===== config.mk =====
export PLATFORM = sky130hd
export DESIGN_NAME = ssd_counter_ctrl
export DESIGN_NICKNAME = d
export VERILOG_FILES = /design/src/rtl/ssd_counter_ctrl.sv
export SDC_FILE = /design/constraint.sdc
export NUM_CORES = 1
export LEC_CHECK = 0
export BUFFER_PORTS_ARGS = -buffer_cell sky130_fd_sc_hd__buf_4
export CORE_MARGIN = 4
export CORE_UTILIZATION = 61
export CTS_BUF_LIST = sky130_fd_sc_hd__clkbuf_8
export CTS_CLUSTER_DIAMETER = 200
export DETAILED_ROUTE_END_ITERATION = 16
export PLACE_DENSITY = 0.91
export SYNTH_ARGS = -nofsm -noshare
export SYNTH_HDL_FRONTEND = slang
export SYNTH_SLANG_ARGS = --single-unit

===== constraint.sdc =====
create_clock -name clk -period 5.95 [get_ports clk]
set_clock_uncertainty 0.2 [all_clocks]
set_input_delay 0.8925 -clock clk [delete_from_list [all_inputs] [get_ports clk]]
set_output_delay 0.8925 -clock clk [all_outputs]
set_load 0.01 [all_outputs]

===== src/rtl/ssd_counter_ctrl.sv =====
// Run/pause/clear/load controller for a 16-bit display counter, with a two-digit
// time-multiplexed PmodSSD driver that blanks the segment bus between digits.
module ssd_counter_ctrl #(
   parameter int unsigned CLK_HZ       = 100_000_000,
   parameter int unsigned TICK_HZ      = 100,
   parameter int unsigned REFRESH_HZ   = 1000,
   parameter int unsigned BLANK_CYCLES = 100
) (
   input  logic        clk,
   input  logic        rst,
   input  logic        run_toggle,
   input  logic        clear,
   input  logic        load,
   input  logic [15:0] load_value,
   input  logic        disp_sel,
   output logic [15:0] count,
   output logic        running,
   output logic        tick,
   output logic        wrap,
   output logic [6:0]  seg,
   output logic        dig_sel
);

   localparam int unsigned DIV    = CLK_HZ / TICK_HZ;
   localparam int unsigned SLOT   = CLK_HZ / (2 * REFRESH_HZ);
   localparam int unsigned DIV_W  = (DIV > 1) ? $clog2(DIV) : 1;
   localparam int unsigned SLOT_W = (SLOT > 1) ? $clog2(SLOT) : 1;

   localparam logic [DIV_W-1:0]  DIV_LAST   = DIV_W'(DIV - 1);
   localparam logic [SLOT_W-1:0] BLANK_LAST = SLOT_W'(BLANK_CYCLES - 1);
   localparam logic [SLOT_W-1:0] SHOW_LAST  = SLOT_W'(SLOT - BLANK_CYCLES - 1);

   typedef enum logic [1:0] {StBlankLo, StShowLo, StBlankHi, StShowHi} disp_state_e;

   logic [15:0]      count_q;
   logic [DIV_W-1:0] div_q;
   logic             running_q, tick_q, wrap_q;

   disp_state_e       state_q, state_d;
   logic [SLOT_W-1:0] slot_q, slot_d;
   logic [7:0]        disp_byte_q, disp_byte_d;
   logic [6:0]        seg_q, seg_d;
   logic              dig_q, dig_d;

   function automatic logic [6:0] hex7(input logic [3:0] nib);
      logic [6:0] s;
      s = 7'b0000000;
      unique case (nib)
         4'h0: s = 7'b0111111;
         4'h1: s = 7'b0000110;
         4'h2: s = 7'b1011011;
         4'h3: s = 7'b1001111;
         4'h4: s = 7'b1100110;
         4'h5: s = 7'b1101101;
         4'h6: s = 7'b1111101;
         4'h7: s = 7'b0000111;
         4'h8: s = 7'b1111111;
         4'h9: s = 7'b1101111;
         4'hA: s = 7'b1110111;
         4'hB: s = 7'b1111100;
         4'hC: s = 7'b0111001;
         4'hD: s = 7'b1011110;
         4'hE: s = 7'b1111001;
         4'hF: s = 7'b1110001;
      endcase
      return s;
   endfunction

   // clear/load win over the increment and restart the tick period
   always_ff @(posedge clk) begin
      if (rst) begin
         count_q   <= '0;
         div_q     <= '0;
         running_q <= 1'b0;
         tick_q    <= 1'b0;
         wrap_q    <= 1'b0;
      end else begin
         tick_q <= 1'b0;
         wrap_q <= 1'b0;
         if (run_toggle) running_q <= ~running_q;
         if (clear) begin
            count_q <= '0;
            div_q   <= '0;
         end else if (load) begin
            count_q <= load_value;
            div_q   <= '0;
         end else if (running_q) begin
            if (div_q == DIV_LAST) begin
               div_q   <= '0;
               count_q <= count_q + 16'd1;
               tick_q  <= 1'b1;
               wrap_q  <= (count_q == 16'hFFFF);
            end else begin
               div_q <= div_q + DIV_W'(1);
            end
         end
      end
   end

   always_ff @(posedge clk) begin
      if (rst) begin
         state_q     <= StBlankLo;
         slot_q      <= '0;
         disp_byte_q <= '0;
         seg_q       <= '0;
         dig_q       <= 1'b0;
      end else begin
         state_q     <= state_d;
         slot_q      <= slot_d;
         disp_byte_q <= disp_byte_d;
         seg_q       <= seg_d;
         dig_q       <= dig_d;
      end
   end

   always_comb begin
      state_d     = state_q;
      slot_d      = slot_q + SLOT_W'(1);
      disp_byte_d = disp_byte_q;
      unique case (state_q)
         StBlankLo: if (slot_q == BLANK_LAST) state_d = StShowLo;
         StShowLo:  if (slot_q == SHOW_LAST)  state_d = StBlankHi;
         StBlankHi: if (slot_q == BLANK_LAST) state_d = StShowHi;
         StShowHi: begin
            if (slot_q == SHOW_LAST) begin
               state_d = StBlankLo;
               // latch once per frame so both digits show the same count
               disp_byte_d = disp_sel ? count_q[15:8] : count_q[7:0];
            end
         end
      endcase
      if (state_d != state_q) slot_d = '0;
      dig_d = (state_d == StBlankHi) || (state_d == StShowHi);
      seg_d = '0;
      if (state_d == StShowLo) seg_d = hex7(disp_byte_q[3:0]);
      if (state_d == StShowHi) seg_d = hex7(disp_byte_q[7:4]);
   end

   assign count   = count_q;
   assign running = running_q;
   assign tick    = tick_q;
   assign wrap    = wrap_q;
   assign seg     = seg_q;
   assign dig_sel = dig_q;

endmodule


==> flow_summary.ini <==
[status]
outcome = completed

[finish]
nFillCells = 511
drive_gt1_frac = 0.153
nets = 570
antenna_cells = 0
area_growth_pct = 12.7

[timing]
fin_hold_ws_ps = 274
fin_crit_sh = 0.513
finalSetupViolations = 0
layout_min_cycle_time_ps = 3050
tns_ps = 0
slew_headroom = 0.574
slew_violations = 0
fin_ws_ps = 2900
fmax_mhz = 328
hold_viol_final = 0
worst_slew_pin_slew_ps = 638
rsz0062_at_grt = false

[critical_path]
rrSetupSlack_ps = 2900
crit_path_end_kind = register
reg2reg_from = slot_q[0]
crit_arrival_ps = 3100
critPathLaunchType = register
startpoint = slot_q[0]
reg2reg_depth = 9
path_max_fanout = 10
path_class = reg -> reg
critical_path_required_ps = 6000

[die]
die_h_microns = 92.5
row_count = 30
core-area_sq_um = 6870
io_pins = 49
start_util = 0.634
dieArea_sq_um = 8550
die-width_microns = 92.5

[global_routing]
grt_pass1_wl_mm = 16.3
grt_pass1_vias = 3621
antenna_found_initial = 0
track_usage = 0.234
grt_start_max_net_pins = 29
grt.overflow.total = 0

[yosys]
synth-edff-count = 0
syn_area_sq_um = 4350
ys_seq_area_frac = 0.400
synthCells = 491
synth_compound_area_frac = 0.101
synthXorXnorAreaFrac = 0.0865
synth.top_cell.area_share = 0.400
async_flop_share = 0
synth_seq_cells = 87
ys.flop_type = dfxtp_1
synth_area_leaders = dfxtp_1, nor2_1, mux2i_1
syn_nets = 530
yosysWarnings = 0
syn_area_per_cell_sq_um = 8.86
synth_top_family_by_area = simple AND/OR/NAND/NOR gates
yosysTopAreaCell = dfxtp_1
synthMuxAreaShare = 0.0656
synthSimpleGateAreaFrac = 0.253
synth_cell_type_count = 55
synthAdderAreaFrac = 0.0515

[power_and_ir_drop]
pwr-share-comb = 0.053
power.switching_mw = 0.238
fin_total_pwr_mw = 1.04
ir_drop_mv = 0.162
swShare = 0.229
p_clk_frac = 0.370
p_int_mw = 0.803
p_leak_nw = 2.00
pwr-share-seq = 0.577
p_per_area_nw_per_um2 = 212

[detailed_routing]
num_vias = 3654
wl_met1_mm = 4.03
routedWlPerCell_microns = 15.0
met3WireLength_microns = 518
final_antenna_net_count = 0
highest_layer = met4
wl_mm = 9.48
initialDrtViolationCount = 224
drt_first_pass_iters = 5
viasPerCell = 5.79
drc_errors = 0
route.met2.wl_mm = 4.80

[clocking]
hold_buffers = 0
cts_tree = yes
cts_setup_buffers = 0
cts_sinks = 87
root_buffer = clkbuf_8
clk_latency_ps = 350
cts_resized = 0
htreeDepth = 3
clkSlewWorstSetupHoldPaths_ps = 80
cts_made_buffers = 9
cts_buffer_depth = 2

[min_path]
hold_path.class = reg -> reg

[flow_run]
max_cap_viol_count = 0

[place]
gp_congestion = 0.892
port_buffers = 48
post-place-ws_ps = 2910
detailed_place_hpwl_mm = 6.88
[metal layers]
metal | global-route usage | vias to the layer above
li1 | - | 1787
met1 | 0.271 | 1749
met2 | 0.410 | 101
met3 | 0.0609 | 17
met4 | 0.0891 | 0
met5 | 0 | -
[power groups by stage]
stage,logic [mW],registers [mW],clock network [mW]
2_1_floorplan,0.0305,0.612,0
4_1_cts,0.0558,0.600,0.392
6_report,0.0555,0.601,0.385
3_5_place_dp,0.0555,0.614,0
5_1_grt,0.0614,0.602,0.417
3_3_place_gp,0.0535,0.614,0
[critical path, cell delays in order (launching register included)]
cell and delay (ps):
dfxtp_1 380, ha_1 220, and4bb_1 260, and4_1 370, nand2_4 160, mux2i_1 510
ha_1 310, inv_1 80, maj3_2 300, o21a_1 160
[worst min path at each step]
stage | to | depth (start not counted) | slack, ps | start
finish | seg[1] | 2 | 270 | register
global route | seg[6] | 2 | 300 | register
CTS | seg[6] | 2 | 280 | register
detailed placement | seg[0] | 2 | 270 | register
global placement | slot_q[0] | 1 | 240 | slot_q[0]
floorplan | slot_q[0] | 1 | 230 | slot_q[0]
[cell usage after synthesis (all sizes together), types with 2 or more instances]
cell type,number
o21ai,19
nand4,17
and4bb,3
inv,20
and2,3
or3,10
ha,17
xor2,27
o21a,4
a22oi,4
o2bb2ai,2
xnor2,16
dfxtp,87
mux2,4
or2,4
mux2i,24
and4,8
nor2b,3
nor4,5
nand2,38
and3,9
nor2,70
a21oi,24
clkbuf,8
nand3,21
a31oi,5
a2bb2oi,4
buf,11
a211oi,2
nor3,11
[area by class of cell]
class | instances | area [sq um] | area share
multi-input cells | 365 | 2430 | 0.495
repair buffers | 48 | 360 | 0.0735
well taps | 96 | 120 | 0.0245
clock buffers | 9 | 124 | 0.0253
inverters | 20 | 75.1 | 0.0153
clock inverters | 6 | 55.1 | 0.0112
flip-flops and latches | 87 | 1740 | 0.355
[metrics by stage]
step / instance area (sq um) / std cells / util
after floorplan: 4350 / 491 / -
after global placement: 4720 / 616 / 0.688
after detailed placement: 4720 / 616 / 0.688
after CTS: 4900 / 631 / 0.714
after global routing: 4900 / 631 / 0.714
final: 4900 / 631 / 0.714
[cells in the final DEF (no fill, tap or decap), types with 8 or more instances in the layout]
cell type	Yosys	routed
and3_1	8	8
nand4_1	16	16
mux2i_1	24	24
buf_4	2	48
and4_1	8	8
or3_1	10	10
xnor2_1	16	16
ha_1	17	17
o21ai_0	19	19
xor2_1	27	27
a21oi_1	23	23
dfxtp_1	87	87
clkbuf_8	0	9
nand2_1	37	37
nor2_1	69	69
nor3_1	9	9
inv_1	19	21
nand3_1	20	20
[cell families after synthesis]
family          after synthesis
simple gates                207
flops                        87
xor+xnor                     43
fa+ha+maj                    18
mux                          28
compound gates               69
buf+inv                      39
Note: power is estimated with default switching activity, not from simulation.
